File: src/rtl/sprite_position_tracker.sv
// sprite_position_tracker: applies direction/move pulses to the sprite X/Y
// position, clamping (default) or wrapping at the visible-area edges, and
// hands each new position to the attribute writer over a req/ack handshake.
// A one-deep pending slot absorbs moves that arrive while an update is busy.
// Optional feature macro: SPRITE_WRAP_EN (defined = wrap at edges, undefined = clamp).
module sprite_position_tracker #(
  parameter int X_MAX  = 639,
  parameter int Y_MAX  = 479,
  parameter int X_INIT = 320,
  parameter int Y_INIT = 240,
  parameter int STEP   = 4
) (
  input  logic       clk,
  input  logic       reset,
  input  logic [2:0] direction,
  input  logic       move,
  input  logic       wr_ack,
  output logic [9:0] pos_x,
  output logic [9:0] pos_y,
  output logic       wr_req,
  output logic       done,
  output logic [3:0] at_edge,
  output logic [7:0] drop_cnt
);

  typedef enum logic [1:0] {
    IDLE  = 2'd0,
    CALC  = 2'd1,
    WRITE = 2'd2
  } state_t;

  localparam logic [2:0]  DIR_LEFT  = 3'b001;
  localparam logic [2:0]  DIR_RIGHT = 3'b010;
  localparam logic [2:0]  DIR_UP    = 3'b011;
  localparam logic [2:0]  DIR_DOWN  = 3'b100;
  localparam logic [10:0] STEP11    = 11'(STEP);
  localparam logic [10:0] XLIM      = 11'(X_MAX);
  localparam logic [10:0] YLIM      = 11'(Y_MAX);

  state_t      state_q, state_d;
  logic [9:0]  pos_x_q, pos_x_d;
  logic [9:0]  pos_y_q, pos_y_d;
  logic [2:0]  dir_q, dir_d;
  logic        pend_vld_q, pend_vld_d;
  logic [2:0]  pend_dir_q, pend_dir_d;
  logic        done_q, done_d;
  logic [7:0]  drop_cnt_q, drop_cnt_d;
  logic        move_ok;

  // One STEP along an axis in 11-bit arithmetic; edge handling depends on build.
  function automatic logic [9:0] step_coord(input logic [9:0] c, input logic [10:0] lim,
                                            input logic inc);
    logic [10:0] c11;
    logic [10:0] r;
    c11 = {1'b0, c};
    r   = c11;
    if (inc) begin
      if (c11 + STEP11 > lim) begin
`ifdef SPRITE_WRAP_EN
        r = c11 + STEP11 - (lim + 11'd1);
`else
        r = lim;
`endif
      end else begin
        r = c11 + STEP11;
      end
    end else begin
      if (c11 < STEP11) begin
`ifdef SPRITE_WRAP_EN
        r = c11 + lim + 11'd1 - STEP11;
`else
        r = 11'd0;
`endif
      end else begin
        r = c11 - STEP11;
      end
    end
    return 10'(r);
  endfunction

  assign move_ok = move && (direction >= DIR_LEFT) && (direction <= DIR_DOWN);

  // Next-state, coordinate update and pending-slot bookkeeping.
  always_comb begin
    state_d    = state_q;
    pos_x_d    = pos_x_q;
    pos_y_d    = pos_y_q;
    dir_d      = dir_q;
    pend_vld_d = pend_vld_q;
    pend_dir_d = pend_dir_q;
    done_d     = 1'b0;
    drop_cnt_d = drop_cnt_q;

    case (state_q)
      IDLE: begin
        if (pend_vld_q) begin
          // Stored move wins; a simultaneous new move refills the slot.
          dir_d   = pend_dir_q;
          state_d = CALC;
          if (move_ok) begin
            pend_dir_d = direction;
          end else begin
            pend_vld_d = 1'b0;
          end
        end else if (move_ok) begin
          dir_d   = direction;
          state_d = CALC;
        end
      end
      CALC: begin
        case (dir_q)
          DIR_LEFT:  pos_x_d = step_coord(pos_x_q, XLIM, 1'b0);
          DIR_RIGHT: pos_x_d = step_coord(pos_x_q, XLIM, 1'b1);
          DIR_UP:    pos_y_d = step_coord(pos_y_q, YLIM, 1'b0);
          DIR_DOWN:  pos_y_d = step_coord(pos_y_q, YLIM, 1'b1);
          default:   ;
        endcase
        state_d = WRITE;
      end
      WRITE: begin
        if (wr_ack) begin
          state_d = IDLE;
          done_d  = 1'b1;
        end
      end
      default: state_d = IDLE;
    endcase

    // Moves arriving while busy land in the slot; latest wins, overwrites counted.
    if ((state_q != IDLE) && move_ok) begin
      pend_dir_d = direction;
      if (pend_vld_q) begin
        if (drop_cnt_q != 8'hFF) begin
          drop_cnt_d = drop_cnt_q + 8'd1;
        end
      end else begin
        pend_vld_d = 1'b1;
      end
    end
  end

  // Control and position registers with asynchronous active-low reset.
  always_ff @(posedge clk or negedge reset) begin
    if (!reset) begin
      state_q    <= IDLE;
      pos_x_q    <= 10'(X_INIT);
      pos_y_q    <= 10'(Y_INIT);
      pend_vld_q <= 1'b0;
      done_q     <= 1'b0;
      drop_cnt_q <= 8'd0;
    end else begin
      state_q    <= state_d;
      pos_x_q    <= pos_x_d;
      pos_y_q    <= pos_y_d;
      pend_vld_q <= pend_vld_d;
      done_q     <= done_d;
      drop_cnt_q <= drop_cnt_d;
    end
  end

  // Direction payloads are only read when qualified by state/valid, so no reset.
  always_ff @(posedge clk) begin
    dir_q      <= dir_d;
    pend_dir_q <= pend_dir_d;
  end

  assign pos_x    = pos_x_q;
  assign pos_y    = pos_y_q;
  assign wr_req   = (state_q == WRITE);
  assign done     = done_q;
  assign drop_cnt = drop_cnt_q;
  assign at_edge  = {(pos_y_q == 10'(Y_MAX)), (pos_y_q == 10'd0),
                     (pos_x_q == 10'(X_MAX)), (pos_x_q == 10'd0)};

endmodule

File: config.mk
export PLATFORM = sky130hd
export DESIGN_NAME = sprite_position_tracker
export DESIGN_NICKNAME = d
export VERILOG_FILES = /design/src/rtl/sprite_position_tracker.sv
export SDC_FILE = /design/constraint.sdc
export NUM_CORES = 1
export LEC_CHECK = 0
export CAP_MARGIN = 20
export CORE_MARGIN = 1.5
export CORE_UTILIZATION = 58
export DETAILED_ROUTE_END_ITERATION = 7
export HOLD_SLACK_MARGIN = 0.15
export PLACE_DENSITY = 0.83
export REMOVE_ABC_BUFFERS = 1
export SYNTH_ARGS = -nofsm -noshare
export SYNTH_HDL_FRONTEND = slang
export SYNTH_SLANG_ARGS = --single-unit
File: constraint.sdc
create_clock -name clk -period 3.6 [get_ports clk]
set_input_delay 0.54 -clock clk [delete_from_list [all_inputs] [get_ports clk]]
set_output_delay 0.54 -clock clk [all_outputs]
set_load 0.01 [all_outputs]
==> summary.txt, run 1 <==
Logic synthesis
  – Yosys top cell by area: dfrtp_1
  – Synthesized cell area: 2539 um^2
  – Area contributors post-synth: dfrtp_1 (24%), edfxtp_1 (7.1%), dfstp_2 (6.2%), ha_1 (4.9%), nand2_1 (3.4%)
  – Syn Inst Count: 285
  – Synthesized area per cell: 8.908 um^2
  – Synth top area share: 0.2366
  – Register area share after synthesis: 0.3696
  – Post-synth EDFFs: 6
  – Netlist cell types: 62
  – Synth warnings: 0
  – Yosys reg bits: 36
  – Top FF cell, synth: dfrtp_1
  – Post-synth ARST share: 0.8333

Place
  – GPL Wtd Cong: 0.8813
  – Dpl ws: 0.9960 ns
  – DP HPWL: 4228 um
  – Number of port buffers: 40

Floorplanning
  – # IOs: 41
  – Chip height: 69.16 um
  – Starting Density: 0.6169
  – Core area: 4115 um^2
  – Die Width: 69.16 um
  – Die Area: 4783 um^2
  – Row count: 23

Run status
  – Status: finished clean

Worst setup path
  – Max incr delay on CP: 0.53 ns
  – Slowest-stage cell, CP: clkdlybuf4s50_1
  – Crit path capture type: output pin
  – CP required: 3.06 ns
  – Worst r2r src: pos_x[2]
  – Startpoint types: register
  – Arrival @ worst endpoint: 2.09 ns
  – Crit-path max FO: 10
  – Worst path cell trace: nor4_2 -> and4b_1 -> clkdlybuf4s50_1
  – Crit path from: pos_x[7]
  – Setup Crit Path Kind: register to output pin

Global route
  – First-pass GRT wire length: 10,050 um
  – Total GRT Usage: 0.2562
  – Vias in the first global route: 2,153
  – Largest net degree at the start of global routing: 31
  – Gr ovfl total: 0
  – Initial antenna violation count: 0

CTS
  – Post-CTS Hold Buffers: 0
  – CTS buffer count: 5
  – H-tree depth: 2
  – CTS tree: yes
  – Root Buffer Master: clkbuf_8
  – Clock slew at reported path FFs: 0.07 ns
  – Post-CTS sizing: 0
  – Setup repair bufs after CTS: 0
  – Clock Latency Late Sink: 0.29 ns
  – Clk sinks: 36
  – Maximum buffer depth of the clock tree: 2

STA
  – Max Fclk: 0.3798 GHz
  – Relative slew margins: 0.4731
  – Post-route clock skew: 0.01099 ns
  – Setup_tns: 0 ns
  – Worst Max-Slew Pin Slew: 0.7886 ns
  – RSZ-0062 raised after global routing: no
  – Final min period: 2.633 ns
  – Max Slew Vio Count: 0
  – Final setup fails: 0
  – Final worst slack: 0.9670 ns
  – Fin crit share: 0.7314
  – Final Hold Viols: 0

Flow run
  – Number of max-cap violations: 0

Drt
  – Drt initial violations: 235
  – Routed WL: 5725 um
  – Via count: 2,318
  – ANT nets after route: 0
  – Via/cell ratio: 6.351
  – TritonRoute pass-1 iters: 4
  – Per-cell routed wire length: 15.68 um
  – DRC violations left: 0

Power and ir drop
  – Sequential share of power: 0.382
  – Sw Share: 0.4423
  – Pleak: 0.001130 uW
  – Switch Pwr: 928.9 uW
  – Combinational power share: 0.488
  – Worst vdd ir: 0.0003954 V
  – Internal Power: 1171 uW
  – Pwr/cell area: 706.5 nW/um^2
  – Clock share of power: 0.130

Cells and area
  – Area Growth Syn to Fin: 17.10%
  – Filler cell count: 336
  – Most frequent cells in the layout: clkdlybuf4s50_1 (40), dfrtp_1 (24), nand2_1 (23)
  – Final Core Density: 0.7224
  – Register area: 938.4 um^2
  – Fin nets: 331
  – Count of antenna diodes in the layout: 0
  – Area of the multi-input gates: 1445 um^2
  – Commonest non-fill, non-tap cell in the layout: clkdlybuf4s50_1
  – Layout cells sized above 1: 0.07619

Worst hold path
  – HP Start: drop_cnt[6]
  – Tightest Hold Check Type: register to register
==> sequential cells by signal, summed over array words and instances (netlist names) <==
signal	count
dir_q	3
done	1
drop_cnt	8
pend_dir_q	3
pend_vld_q	1
pos_x	9
pos_y	9
state_q	2
==> layer usage <==
layer | vias up | share of wire | GRT usage
li1 | 1119 | - | -
met1 | 1103 | 0.44 | 0.3371
met2 | 83 | 0.48 | 0.4081
met3 | 13 | 0.070 | 0.07310
met4 | 0 | 0.016 | 0.08279
met5 | - | 0 | 0
==> per-stage QoR <==
step           hold WS [ns]  power, uW  instances  cell area, um^2
2_1_floorplan        0.2444       1402        266             2421
3_3_place_gp         0.4874       1786        357             2892
3_5_place_dp         0.4984       1825        357             2892
4_1_cts              0.5080       2100        365             2973
5_1_grt              0.5340       2273        365             2973
6_report             0.5074       2100        365             2973
==> Yosys cell counts (3+ instances only) <==
cell type  count
inv_1         10
o21ai_1        7
and2_1         3
xor2_1         6
dfrtp_1       24
mux2_2         4
buf_4          5
dfstp_2        6
or3_1          4
nand2_1       23
nor2_1        21
buf_2          3
xnor2_1        5
a22oi_1        3
a21oi_1       15
mux2i_1        4
nor3_1        16
buf_6          3
nand4_1        8
a31oi_1        4
ha_1          10
nand2b_1       5
o21ai_0       13
clkbuf_1       7
edfxtp_1       6
and3_1         4
a211oi_1       3
nand3_1       11
o31ai_1        8
==> cell families after synthesis <==
kind of cell | after synthesis | share of synthesized area
multiplexers | 8 | 0.03351
adder cells (fa/ha/maj) | 10 | 0.04929
AO/OA/AOI/OAI | 74 | 0.1917
AND/OR/NAND/NOR | 117 | 0.2568
flip-flops | 36 | 0.3696
XOR/XNOR | 11 | 0.03795
buffers and inverters | 29 | 0.06111
==> cell type report <==
cell class                      count  area share
Timing Repair Buffer               41      0.1372
Multi-Input combinational cell    220      0.4861
Tap cell                           50     0.02104
Clock inverter                      1    0.001684
Sequential cell                    36      0.3157
Inverter                           10     0.01263
Clock buffer                        7     0.02567
==> path summary, 6_finish.rpt <==
kind | slack [ns] | depth (start not counted) | endpoint
max in group asynchronous | 2.64 | 2 | pos_x[8]
worst min-delay path | 0.51 | 1 | drop_cnt[6]
min in group asynchronous | 0.63 | 2 | pos_y[2]
worst max-delay path | 0.97 | 3 | at_edge[0]
worst max register to register | 1.08 | 7 | pos_x[4]
worst min register to register | 0.51 | 1 | drop_cnt[6]
==> worst max-delay path, delay by kind of cell, from the launching register on <==
kind,cells,cell delay [ns]
buffers and inverters,1,0.53
flip-flops,1,0.49
AND/OR/NAND/NOR,2,0.78
==> power groups by stage <==
stage | combinational (uW) | sequential (uW) | clock [uW]
after floorplan | 610 | 791 | 0
after global placement | 986 | 800 | 0
after detailed placement | 1020 | 808 | 0
after CTS | 1020 | 800 | 278
after global routing | 1140 | 837 | 297
final | 1030 | 802 | 272
Note: power is estimated with default switching activity, not from simulation.
==> inputs of run 2 (changes only) <==
--- a/config.mk
+++ b/config.mk
@@ -7,10 +7,10 @@
 export LEC_CHECK = 0
 export CAP_MARGIN = 20
 export CORE_MARGIN = 1.5
-export CORE_UTILIZATION = 58
+export CORE_UTILIZATION = 54
 export DETAILED_ROUTE_END_ITERATION = 7
 export HOLD_SLACK_MARGIN = 0.15
-export PLACE_DENSITY = 0.83
+export PLACE_DENSITY = 0.77
 export REMOVE_ABC_BUFFERS = 1
 export SYNTH_ARGS = -nofsm -noshare
 export SYNTH_HDL_FRONTEND = slang
==> constraint.sdc (replaced) <==
create_clock -name clk -period 2.6 [get_ports clk]
set_input_delay 0.39 -clock clk [delete_from_list [all_inputs] [get_ports clk]]
set_output_delay 0.39 -clock clk [all_outputs]
set_load 0.01 [all_outputs]
==> run 2 against run 1 <==
The flow now finishes with violations (DRC). Sequential share of layout area fell by 1.0 points. Critical path depth did not move. Hold slack lost 0.021 ns. Largest cell class unchanged. Critical endpoint unchanged. Power increased by 48%. Critical path type unchanged. Combinational power grew 50%. Setup slack worse by 0.85 ns.
==> summary.txt, run 2 (same netlist as run 1, synthesis figures left out) <==
Run status
  – Status: finished, violations left
  – Failing checks: DRC

CTS
  – Post-CTS sizing: 0 (unchanged)
  – Maximum buffer depth of the clock tree: 2 (unchanged)
  – Root Buffer Master: clkbuf_8
  – Clock Latency Late Sink: 0.29 ns (about the same)
  – Post-CTS Hold Buffers: 0 (unchanged)
  – CTS tree: yes
  – CTS buffer count: 5 (unchanged)
  – Clock slew at reported path FFs: 0.08 ns (about the same)
  – H-tree depth: 2 (unchanged)
  – Clk sinks: 36 (unchanged)
  – Setup repair bufs after CTS: 0 (unchanged)

Worst setup path
  – Startpoint types: register
  – CP required: 2.21 ns (-0.85 ns)
  – R2r setup slk: 0.16 ns (-0.92 ns)
  – Crit-path max FO: 10 (unchanged)
  – Slowest-stage cell, CP: nor4_2
  – Worst path cell trace: nor4_2 -> and4b_1 -> clkdlybuf4s50_1
  – Arrival @ worst endpoint: 2.10 ns (about the same)
  – Setup Crit Path Kind: register to output pin
  – Crit path capture type: output pin
  – Max incr delay on CP: 0.56 ns (+0.03 ns)

Floorplanning
  – Die Area: 5122 um^2 (+7.1%)
  – Chip height: 71.57 um (+3.5%)
  – # IOs: 41 (unchanged)
  – Row count: 24 (+4.3%)
  – Die Width: 71.57 um (+3.5%)
  – Starting Density: 0.5712 (-0.04568)
  – Core area: 4444 um^2 (+8.0%)

Flow run
  – Number of max-cap violations: 0 (unchanged)

Cells and area
  – Fin nets: 340 (+2.7%)
  – Count of antenna diodes in the layout: 0 (unchanged)
  – Layout cells sized above 1: 0.1080 (+0.03183)
  – Final Core Density: 0.6914 (-0.03097)
  – Most frequent cells in the layout: clkdlybuf4s50_1 (40), dfrtp_1 (24), nand2_1 (23)
  – Area Growth Syn to Fin: 21.04%
  – Commonest non-fill, non-tap cell in the layout: clkdlybuf4s50_1

Place
  – GPL Wtd Cong: 0.9077 (+3.0%)
  – DP HPWL: 4180 um (-1.1%)
  – Dpl ws: 0.2010 ns (-0.7951 ns)
  – Number of port buffers: 40 (unchanged)

STA
  – Final Hold Viols: 0 (unchanged)
  – Final min period: 2.486 ns
  – Relative slew margins: 0.5389 (+0.06571)
  – Post-route clock skew: 0.009628 ns (-0.001357 ns)
  – Max Fclk: 0.4023 GHz
  – Fin crit share: 0.9561
  – Setup_tns: 0 ns (unchanged)
  – Final setup fails: 0 (unchanged)
  – RSZ-0062 raised after global routing: no
  – Worst Max-Slew Pin Slew: 0.6902 ns (-0.09836 ns)
  – Hold_ws: 0.4868 ns (-0.02055 ns)
  – Max Slew Vio Count: 0 (unchanged)
  – Final worst slack: 0.1142 ns (-0.8528 ns)

Power and ir drop
  – Worst vdd ir: 0.0005824 V (+47%)
  – Pleak: 0.001185 uW (+4.9%)
  – Pwr/cell area: 1010 nW/um^2 (+43%)

Global route
  – Gr ovfl total: 0 (unchanged)
  – Largest net degree at the start of global routing: 31 (unchanged)
  – Initial antenna violation count: 0 (unchanged)
  – Total GRT Usage: 0.2376 (-0.01858)
  – Vias in the first global route: 2,075 (-3.6%)
  – First-pass GRT wire length: 9825 um (-2.2%)

Drt
  – Via/cell ratio: 6.223 (-2.0%)
  – Per-cell routed wire length: 15.54 um (-0.94%)
  – TritonRoute pass-1 iters: 7 (+3)
  – Via count: 2,340 (+0.95%)
  – DRC violations left: 2 (+2)
  – Drt initial violations: 396 (+69%)
  – Routed WL: 5842 um (+2.0%)
  – ANT nets after route: 0 (unchanged)

Worst hold path
  – Tightest Hold Check Type: input pin to asynchronous set/reset pin
==> run 2: final timing paths <==
kind,from,endpoint,cells past startpoint
min reg2reg,drop_cnt[6],drop_cnt[6],1
max in group asynchronous,reset,pos_y[5],2
min,reset,drop_cnt[6],2
max reg2reg,pos_x[3],pos_x[4],7
min in group clk,drop_cnt[6],drop_cnt[6],1
max,pos_x[6],at_edge[0],3
==> run 2: area by class of cell <==
| class | instances | area, um^2 |
|---|---|---|
| Clock buffer | 5 | 68.82 |
| Clock inverter | 3 | 42.54 |
| Fill cell | 363 | 1371 |
| Inverter | 10 | 37.54 |
| Multi-Input combinational cell | 220 | 1445 |
| Sequential cell | 36 | 938.4 |
| Tap cell | 52 | 65.06 |
| Timing Repair Buffer | 50 | 475.5 |
==> run 2: routing by layer <==
layer  track usage  vias up  wire (um)
met2        0.3697       89       2664
li1              -     1132          -
met3       0.03938        5        362
met4       0.04612        0         27
met5             0        -          0
met1        0.3545     1114       2788
==> run 2: through the flow <==
stage	cell area (um^2)	std cells	power (uW)
after floorplan	2421	266	1941
after global placement	2962	368	2571
after detailed placement	2962	368	2599
after CTS	3073	376	3094
after global routing	3073	376	3341
final	3073	376	3103
==> run 2: worst max-delay path, delay by kind of cell, from the launching register on <==
kind | cells | cell delay, ns
buf+inv | 1 | 0.53
flops | 1 | 0.44
simple gates | 2 | 0.84
==> run 2: power by group <==
group / total, uW / switching, uW / internal [uW]
logic: 1550 / 830 / 721
clock network: 485 / 202 / 284
registers: 1070 / 291 / 776
total: 3100 / 1320 / 1780
